**src/rtl/custom_axi_result_buffer.sv**
```systemverilog
// -----------------------------------------------------------------------------
// custom_axi_ip_pkg
//   Shared type for the custom AXI IP core status output.
//
// custom_axi_result_buffer
//   Captures result words pushed by the custom AXI IP core into a DEPTH-entry
//   circular FIFO. Software pops one word at a time via the register read path.
//   Overflow, underflow and observed ERROR status are held as sticky flags. A
//   level interrupt is raised while occupancy is at or above IRQ_THRESH.
//
// Ports:
//   clk_i        clock, rising edge
//   rst_ni       synchronous active-low reset
//   wen_i        push strobe, one word per high cycle
//   wdata_i      word to push
//   status_i     core status, ERROR sets err_seen_o
//   rd_req_i     pop request pulse
//   clr_i        flush FIFO and clear sticky flags
//   rd_data_o    popped word, valid while rd_valid_o=1
//   rd_valid_o   pulse, the cycle after an accepted pop
//   count_o      occupancy 0..DEPTH
//   empty_o      count_o == 0
//   full_o       count_o == DEPTH
//   overflow_o   sticky: push rejected because the FIFO was full
//   underflow_o  sticky: pop requested while empty
//   err_seen_o   sticky: status_i == ERROR seen
//   irq_o        count_o >= IRQ_THRESH
// -----------------------------------------------------------------------------
package custom_axi_ip_pkg;
    typedef enum logic [1:0] {
        IDLE  = 2'd0,
        BUSY  = 2'd1,
        DONE  = 2'd2,
        ERROR = 2'd3
    } status_e;
endpackage

module custom_axi_result_buffer #(
    parameter int DATA_WIDTH = 32,
    parameter int DEPTH      = 8,
    parameter int IRQ_THRESH = 1,
    localparam int CW        = $clog2(DEPTH) + 1
) (
    input  logic                       clk_i,
    input  logic                       rst_ni,
    input  logic                       wen_i,
    input  logic [DATA_WIDTH-1:0]      wdata_i,
    input  custom_axi_ip_pkg::status_e status_i,
    input  logic                       rd_req_i,
    input  logic                       clr_i,
    output logic [DATA_WIDTH-1:0]      rd_data_o,
    output logic                       rd_valid_o,
    output logic [CW-1:0]              count_o,
    output logic                       empty_o,
    output logic                       full_o,
    output logic                       overflow_o,
    output logic                       underflow_o,
    output logic                       err_seen_o,
    output logic                       irq_o
);

    localparam int AW = $clog2(DEPTH);

    logic [DATA_WIDTH-1:0] r_mem [DEPTH];
    logic [AW-1:0]         r_wr_ptr;
    logic [AW-1:0]         r_rd_ptr;
    logic [CW-1:0]         r_count;
    logic [DATA_WIDTH-1:0] r_rd_data;
    logic                  r_rd_valid;
    logic                  r_overflow;
    logic                  r_underflow;
    logic                  r_err_seen;

    logic w_empty;
    logic w_full;
    logic w_pop;
    logic w_push;
    logic w_err;

    assign w_empty = (r_count == '0);
    assign w_full  = (r_count == CW'(DEPTH));
    // Pop looks only at the pre-edge count, so an empty FIFO never bypasses a
    // same-cycle push to the reader. A full FIFO may accept a push when a pop
    // frees a slot on the same edge.
    assign w_pop   = rd_req_i && !w_empty;
    assign w_push  = wen_i && (!w_full || w_pop);
    assign w_err   = (status_i == custom_axi_ip_pkg::ERROR);

    // NOTE: storage carries no reset; pointers and count define which entries
    // are meaningful, so resetting the array would only cost flops and fanout.
    always_ff @(posedge clk_i) begin
        if (rst_ni && !clr_i && w_push) begin
            r_mem[r_wr_ptr] <= wdata_i;
        end
    end

    // NOTE: all state below uses non-blocking assignments so every register
    // samples the same pre-edge values regardless of statement order.
    always_ff @(posedge clk_i) begin
        if (!rst_ni) begin
            r_wr_ptr    <= '0;
            r_rd_ptr    <= '0;
            r_count     <= '0;
            r_rd_data   <= '0;
            r_rd_valid  <= 1'b0;
            r_overflow  <= 1'b0;
            r_underflow <= 1'b0;
            r_err_seen  <= 1'b0;
        end else if (clr_i) begin
            // Flush ignores same-cycle push/pop/status; rd_data keeps its value.
            r_wr_ptr    <= '0;
            r_rd_ptr    <= '0;
            r_count     <= '0;
            r_rd_valid  <= 1'b0;
            r_overflow  <= 1'b0;
            r_underflow <= 1'b0;
            r_err_seen  <= 1'b0;
        end else begin
            r_rd_valid <= w_pop;

            if (w_push) begin
                r_wr_ptr <= r_wr_ptr + 1'b1;
            end

            if (w_pop) begin
                r_rd_data <= r_mem[r_rd_ptr];
                r_rd_ptr  <= r_rd_ptr + 1'b1;
            end

            if (w_push && !w_pop) begin
                r_count <= r_count + 1'b1;
            end else if (w_pop && !w_push) begin
                r_count <= r_count - 1'b1;
            end

            if (wen_i && !w_push) begin
                r_overflow <= 1'b1;
            end
            if (rd_req_i && w_empty) begin
                r_underflow <= 1'b1;
            end
            if (w_err) begin
                r_err_seen <= 1'b1;
            end
        end
    end

    assign rd_data_o   = r_rd_data;
    assign rd_valid_o  = r_rd_valid;
    assign count_o     = r_count;
    assign empty_o     = w_empty;
    assign full_o      = w_full;
    assign overflow_o  = r_overflow;
    assign underflow_o = r_underflow;
    assign err_seen_o  = r_err_seen;
    assign irq_o       = (r_count >= CW'(IRQ_THRESH));

endmodule
```
**config.mk**
```make
export PLATFORM = sky130hd
export DESIGN_NAME = custom_axi_result_buffer
export DESIGN_NICKNAME = d
export VERILOG_FILES = /design/src/rtl/custom_axi_result_buffer.sv
export SDC_FILE = /design/constraint.sdc
export NUM_CORES = 1
export LEC_CHECK = 0
export CORE_MARGIN = 2
export CORE_UTILIZATION = 58
export CTS_CLUSTER_DIAMETER = 150
export CTS_CLUSTER_SIZE = 30
export DETAILED_ROUTE_END_ITERATION = 12
export GPL_TIMING_DRIVEN = 0
export HOLD_SLACK_MARGIN = 0.15
export PLACE_DENSITY = 0.91
export SYNTH_ARGS = -nofsm -noshare
export SYNTH_HDL_FRONTEND = slang
export SYNTH_SLANG_ARGS = --single-unit
```
**constraint.sdc**
```tcl
create_clock -name clk_i -period 5.3 [get_ports clk_i]
set_input_delay 1.06 -clock clk_i [delete_from_list [all_inputs] [get_ports clk_i]]
set_output_delay 1.06 -clock clk_i [all_outputs]
set_load 0.005 [all_outputs]
```
; After elaboration in Yosys (flattened, before gate mapping)
; Memories as Yosys holds them, arrays and structs flattened. A register that Yosys moved wholly into a read port is not among the register bits.
; Cells that the tools add are included.
[word_totals]
ram_bits = 256
input_bits = 39
elab_cells = 40
output_inout_bits = 43
n_memories = 1
ff_bits = 14
[memory_table]
columns = name, words, width, read_ports, rd_ports_with_merged_regs, wr, line
row1 = r_mem, 8, 32, 1, 1, 1, 64  ; logic [DATA_WIDTH-1:0] r_mem [DEPTH];
[classes]
n_lt_le_gt_ge = 1
reduce_logical = 19
add_sub_neg = 4
n_bitwise = 2
muxes = 4
eq_ne = 2
[op_table]
columns = cell, n
row1 = $logic_and A1 B1 Y1, 8
row2 = $mux W4, 2
row3 = $add A3 B1 Y3 const B, 2
row4 = $logic_not A1 Y1, 6
row5 = $add A4 B1 Y4 const B, 1
row6 = $eq A4 B4 Y1 const B, 1
row7 = $ge A4 B1 Y1 const B, 1
row8 = $logic_not A4 Y1, 1
row9 = $sub A4 B1 Y4 const B, 1
row10 = $eq A2 B2 Y1 const B, 1
row11 = $mux W1, 2
row12 = $not A1 Y1, 2
row13 = $reduce_and A2 Y1, 1
row14 = $reduce_bool A2 Y1, 1
row15 = $reduce_or A2 Y1, 1
row16 = $logic_or A1 B1 Y1, 1

; Depth between registers and ports, before layout
; Gate-level depths: netlist of the first run.
[depth]
depth_word = 9
ltp_mapped = 10
depth_no_buf = 9

; Worst setup path before layout of the first run
; OpenSTA, ideal clock, no wires.
[synth_path]
path_kind = input-to-reg
from = in rd_req_i
to = mem r_mem[4][0] (enable)
t_arrival_ps = 3753
path_buffers = 1
setup_ps = 461
slack_ps = 1086
required_ps = 4839
path_stages = 5
path_cell_list = nor4bb_1 > nor2b_1 > buf_2 > nand4b_1 > nor3_1
[synth_via]
elab_chain_cells = 6
[synth_rtl]
columns = item, line
row1 = "start, declared", 49  ; input logic rd_req_i,
row2 = $logic_and A1 B1 Y1, 85  ; assign w_pop = rd_req_i && !w_empty;
row3 = $logic_or A1 B1 Y1, 86  ; assign w_push = wen_i && (!w_full || w_pop);
row4 = $logic_and A1 B1 Y1, 86
row5 = net w_push, 77  ; logic w_push;
row6 = $logic_and A1 B1 Y1, 92  ; if (rst_ni && !clr_i && w_push) begin
row7 = $mux W1, 92
row8 = $mux W1 (not written as such), 93  ; r_mem[r_wr_ptr] <= wdata_i;
row9 = "end, declared", 64
; The timed path passes the listed nets, and every way through them passes these cells.

; Final worst setup path of the first run
[layout_path]
from = in rd_req_i
to = mem r_mem[4][4] (enable)
; Same word-level chain as after synthesis.

==> reports/summary.txt, run 1 <==
FILL cells: 1173
Uppermost layer routed: met4
Maximum clock rate: 279 MHz
Vias per cell: 6.21
DRC Markers: 0
WL met2: 12.7 mm
Placed insts: 989
RSZ-0062 raised after global routing: false
Status: finished clean
Int Power: 3.32 mW
Main synth FF type: edfxtp_1
CP Max Fanout: 10
Num Clock Sinks: 302
Sequential area share after synthesis: 75.9%
Initial Util: 58.7%
Dpl cell area: 12800 um2
EDFF count, synth: 256
GP Congestion: 0.756
Final setup skew: 0.0336 ns
I/O pins: 82
Die height: 144 um
Slew Viols, Final: 0
Required @ worst endpoint: 5.52 ns
CTS tree: yes
Die Footprint: 20700 um2
Gr ovfl total: 0
Cell area after layout: 13200 um2
CTS Root Cell: clkbuf_16
Worst Setup End Kind: flip-flop
Leading cell type in the layout, fill and taps excluded: edfxtp_1
HP Class: flip-flop to flip-flop
Power share of the combinational group: 8.0%
Core Region: 19300 um2
Most frequent cells in the layout: edfxtp_1 (256), clkdlybuf4s50_1 (81), a21oi_1 (70), mux2i_1 (65), dfxtp_1 (46)
Metal3 WL: 1.81 mm
Clock tree buffer depth: 3
Rel. slew slack: 30.4%
Fin nets: 786
Tot Pwr: 4.21 mW
DR iter-0 viols: 565
Type of origin of the critical path: primary input
Worst Path Arrival: 3.81 ns
Non-Filler Instances: 1013
First-pass GRT wire length: 36.7 mm
Metal1 wirelength: 9.38 mm
Switch Pwr: 0.895 mW
Syn Std Cell Area: 11300 um2
Initial antenna violation count: 0
DP HPWL: 16.1 mm
Vias in the first global route: 6444
Switching share of power: 21.2%
Inserted Diodes: 0
FF+latch count, synth: 302
Sequential power share: 62.5%
WHS: 0.482 ns
Final Hold Fails: 0
Part of the cycle the worst path needs: 67.7%
Clock power frac: 29.6%
Slew @ Worst Pin: 1.04 ns
Standard-cell rows: 51
Avg WL per Cell: 24.4 um
Layout area overhead: 16.4%
Maximum vdd drop: 337 uV
Async S/R FF share, synth: 0%
Number of post-CTS setup repair buffers: 0
Post-Route WL: 24.8 mm
Clock slew at reported path FFs: 0.11 ns
Largest net degree at the start of global routing: 32
Synth Warn #: 0
Post-CTS Resized: 0
Netlist cell types: 36
Total CTS buffers: 14
Global Route Usage Sum: 24.4%
PwrDens: 319 nW/um2
Port bufs: 81
Maxcap violations: 0
Net count after synthesis: 678
# hold bufs at CTS: 0
Avg Cell Area, Syn: 18.0 um2
DRT Pass-1 Iters: 5
Post-DRT Antenna Nets: 0
Width of the die: 144 um
Minimum clock period: 3.59 ns
Final setup viols: 0
Clock H-tree levels: 1
Kind of critical path: primary input to flip-flop
P_leak: 4.11 nW
Skew-Pair Late Insertion Delay: 0.50 ns
Post-Synthesis Cells: 632
Via count: 6289
Share of cells above drive strength 1: 13.5%
-- sequential cells by signal, summed over array words and instances, names as in the netlist --
name         cells
r_mem          256
count_o          4
err_seen_o       1
underflow_o      1
rd_valid_o       1
rd_data_o       32
r_rd_ptr         3
overflow_o       1
r_wr_ptr         3
-- cell type report --
cell class	count	area, um2	area share [%]
buffer	38	226	1.71
clock buffer	23	405	3.07
clock inverter	1	30.0	0.227
inverter	3	11.3	0.0853
multi-input combinational	289	2550	19.3
sequential	302	8610	65.2
tap	265	332	2.51
timing repair buffer	92	1040	7.87
-- power groups by stage --
stage,registers (mW),logic [mW],clock network (mW)
2_1_floorplan,2.69,0.154,0
3_3_place_gp,2.68,0.306,0
3_5_place_dp,2.69,0.330,0
4_1_cts,2.63,0.335,1.25
5_1_grt,2.64,0.360,1.33
6_report,2.63,0.336,1.25
-- metrics by stage --
step                util, %  setup slack, ns  TNS [ns]
finish                 68.3             1.71         0
global route           68.3             1.60         0
CTS                    68.3             1.72         0
detailed placement     66.1             1.20         0
global placement       64.6            -1.53    -60.76
floorplan                 -             1.09         0
-- metal layers --
| layer | global-route usage, % | vias up |
|---|---|---|
| li1 | - | 2712 |
| met1 | 30.6 | 3173 |
| met2 | 42.4 | 337 |
| met3 | 3.80 | 67 |
| met4 | 10.5 | 0 |
| met5 | 0 | - |
-- synthesized netlist by cell type (2+ instances only) --
| master | n | area share [%] |
|---|---|---|
| a21oi_1 | 70 | 3.1 |
| and3b_1 | 2 | 0.15 |
| buf_2 | 16 | 0.71 |
| buf_4 | 7 | 0.46 |
| buf_6 | 5 | 0.50 |
| clkbuf_1 | 10 | 0.33 |
| dfxtp_1 | 46 | 8.1 |
| edfxtp_1 | 256 | 68 |
| ha_1 | 7 | 0.77 |
| inv_1 | 2 | 0.066 |
| mux2i_1 | 65 | 5.7 |
| mux4_2 | 33 | 6.6 |
| nand2_1 | 3 | 0.099 |
| nand2b_1 | 4 | 0.22 |
| nand3_1 | 2 | 0.088 |
| nor2_1 | 18 | 0.60 |
| o21ai_0 | 22 | 0.97 |
| o21ai_1 | 11 | 0.49 |
| o22ai_1 | 31 | 1.7 |
| xnor2_1 | 3 | 0.23 |
| xor2_1 | 4 | 0.31 |
-- worst max-delay path, stage by stage --
cell             delay (ns)
clkdlybuf4s50_1        0.59
nor4bb_1               0.12
nor2b_1                0.12
buf_2                  0.17
nand4b_1               0.38
nor3_2                 0.92
buf_6                  0.27
buf_6                  0.16
-- logic make-up (layout without fill, tap and decap cells) --
kind of cell    Yosys count  in the layout  share of synthesized area, %
fa+ha+maj                 7              7                         0.772
simple gates             43             43                          2.17
mux                      98             98                          12.3
compound gates          134            134                          6.25
flops                   302            302                          75.9
buf+inv                  41            157                          2.10
xor+xnor                  7              7                         0.540
-- path summary, 6_finish.rpt --
check                                              from                       to  slack (ns)  cells past startpoint
worst max-delay path                           rd_req_i    r_mem[4][4]$_DFFE_PP_        1.71                      8
worst min-delay path            err_seen_o$_SDFFE_PP0N_  err_seen_o$_SDFFE_PP0N_        0.48                      2
worst max register to register  count_o[0]$_SDFFE_PP0P_    r_mem[4][4]$_DFFE_PP_        1.96                      9
worst min register to register  err_seen_o$_SDFFE_PP0N_  err_seen_o$_SDFFE_PP0N_        0.48                      2
Note: power is estimated with default switching activity, not from simulation.
==> inputs of run 2 (changes only) <==
Clock period 5.3 ns to 3.4 ns, I/O delays scaled along.
==> run 2 against run 1 <==
  * Die area did not move
  * Final cell count barely moved
  * Clock skew rose by 0.012 ns
  * Highest routed layer unchanged
  * Clock power rose by 54%
  * Largest cell class unchanged
  * Non-clock buffer count rose by 1
  * First-iteration DRC count rose by 0.35%
  * Flip-flop and latch count did not move
  * Largest power group unchanged
  * Hold slack improved by 0.0075 ns
  * Clock-buffer cell count did not move
==> reports/summary.txt, run 2 (synthesized netlist as in run 1, its figures left out) <==
Required @ worst endpoint: 3.57 ns (-1.95 ns)
Minimum clock period: 3.16 ns
Vias per cell: 6.15 (-0.88%)
Clock slew at reported path FFs: 0.11 ns (about the same)
Maxcap violations: 0 (unchanged)
Clock tree buffer depth: 3 (unchanged)
Type of origin of the critical path: flip-flop
Skew-Pair Late Insertion Delay: 0.50 ns (about the same)
DRT Pass-1 Iters: 5 (unchanged)
Largest Register: r_mem
Standard-cell rows: 51 (unchanged)
Tot Pwr: 6.55 mW (+56%)
Hold path depth: 2 (unchanged)
Fin nets: 787 (+0.13%)
Via count: 6240 (-0.78%)
Initial antenna violation count: 0 (unchanged)
Worst Setup SP: count_o[0]$_SDFFE_PP0P_
Slew Viols, Final: 0 (unchanged)
Die height: 144 um (unchanged)
Final Hold Fails: 0 (unchanged)
Global Route Usage Sum: 23.6% (-0.80 points)
Reg2reg path depth: 9 (unchanged)
Worst Path Arrival: 3.33 ns (-0.48 ns)
Total CTS buffers: 14 (unchanged)
GP Congestion: 0.818 (+8.2%)
Max FFs per register: 256 (unchanged)
Clock H-tree levels: 1 (unchanged)
DR iter-0 viols: 567 (+0.35%)
Vias in the first global route: 6373 (-1.1%)
Part of the cycle the worst path needs: 93.0%
Maximum vdd drop: 582 uV (+73%)
Worst Hold Launch: overflow_o$_SDFFE_PP0P_
CTS tree: yes
Post-place setup slack: -0.333 ns (-1.53 ns)
PwrDens: 496 nW/um2 (+55%)
Non-Filler Instances: 1014 (+0.099%)
Leading cell type in the layout, fill and taps excluded: edfxtp_1
Post-Route WL: 24.0 mm (-3.2%)
Met3 GRT Util: 3.50% (-0.30 points)
Top Usage Layer GRT: met2
RR Startpoint: count_o[0]$_SDFFE_PP0P_
Status: finished clean
Final setup viols: 0 (unchanged)
FILL cells: 1159 (-1.2%)
DP HPWL: 15.4 mm (-4.3%)
Width of the die: 144 um (unchanged)
Reg2Reg Setup Slack: 0.24 ns (-1.72 ns)
Setup_tns: 0 ns (unchanged)
DRC Markers: 0 (unchanged)
Placed insts: 988 (-0.10%)
Worst Setup End Kind: flip-flop
First-pass GRT wire length: 35.9 mm (-2.2%)
HP Class: flip-flop to flip-flop
Share of cells above drive strength 1: 13.6% (+0.12 points)
Layout area overhead: 16.5% (about the same)
Reg-to-Reg End: r_mem[4][31]$_DFFE_PP_
Core Region: 19300 um2 (unchanged)
WHS: 0.490 ns (+0.00753 ns)
Die Footprint: 20700 um2 (unchanged)
Final setup skew: 0.0457 ns (+0.0121 ns)
Core Util, Final: 68.4% (about the same)
P_leak: 4.10 nW (about the same)
Num Clock Sinks: 302 (unchanged)
Gr ovfl total: 0 (unchanged)
Largest net degree at the start of global routing: 32 (unchanged)
Dpl cell area: 12800 um2 (about the same)
Final worst slack: 0.237 ns (-1.48 ns)
Post-DRT Antenna Nets: 0 (unchanged)
RSZ-0062 raised after global routing: false
Post-CTS Resized: 0 (unchanged)
Multi-input gate area: 2560 um2 (+0.25%)
Most frequent cells in the layout: edfxtp_1 (256), clkdlybuf4s50_1 (81), a21oi_1 (70), mux2i_1 (65), dfxtp_1 (46)
Cell area after layout: 13200 um2 (about the same)
I/O pins: 82 (unchanged)
Slew @ Worst Pin: 0.810 ns (-0.229 ns)
Port bufs: 81 (unchanged)
Initial Util: 58.7% (unchanged)
Maximum clock rate: 316 MHz
Kind of critical path: flip-flop to flip-flop
Rel. slew slack: 46.0% (+16 points)
CP Max Fanout: 14 (+4)
Met2 global-route usage: 41.8% (-0.53 points)
WHS Endpoint: overflow_o$_SDFFE_PP0P_
M1 GR Usage: 30.3% (-0.35 points)
CTS Root Cell: clkbuf_16
Register Area: 8610 um2 (unchanged)
Avg WL per Cell: 23.6 um (-3.2%)
Inserted Diodes: 0 (unchanged)
run 2: cell count changes in the layout (fill, tap and decap cells not counted):
cell and change:
nor3_4 +1, buf_12 +4, buf_4 +2, nor3_2 -1, buf_6 -3, buf_16 -2
run 2: final cells by class:
class	count	share of cell area, %
clock buffers	23	3.07
flip-flops and latches	302	65.1
repair buffers	93	7.91
multi-input cells	289	19.4
plain buffers	38	1.71
well taps	265	2.51
inverters	3	0.0852
clock inverters	1	0.227
run 2: repair_timing:
item                                    in CTS  in global routing
hold endpoints to repair                     0                  0
buffers inserted                             0                  2
hold buffers                                 0                  0
endpoints found under the setup margin       0                 11
run 2: metal layers:
layer | wire [um] | vias to the layer above
li1 | - | 2712
met1 | 9170 | 3170
met2 | 12400 | 306
met3 | 1730 | 52
met4 | 634 | 0
met5 | 0 | -
run 2: worst max path at each step:
stage,to,cells past startpoint,slack (ns)
after global routing,r_mem[4][31]$_DFFE_PP_,9,0.08
after floorplan,r_mem[1][0]$_DFFE_PP_,7,0.06
after CTS,r_mem[0][19]$_DFFE_PP_,9,0.09
final,r_mem[4][31]$_DFFE_PP_,9,0.24
after detailed placement,r_mem[0][22]$_DFFE_PP_,6,-0.33
after global placement,r_mem[2][23]$_DFFE_PP_,4,-1.70
run 2: report_power, final:
| part | internal [mW] | switching, mW |
|---|---|---|
| clock network | 0.850 | 1.08 |
| logic | 0.256 | 0.263 |
| registers | 4.07 | 0.0374 |
run 2: worst max-delay path, stage by stage (launching register included):
cell	delay (ns)
dfxtp_1	0.48
inv_1	0.10
ha_1	0.23
nor4bb_1	0.18
nor2b_1	0.15
buf_2	0.19
nand4b_1	0.41
nor3_4	0.67
buf_16	0.24
buf_16	0.17
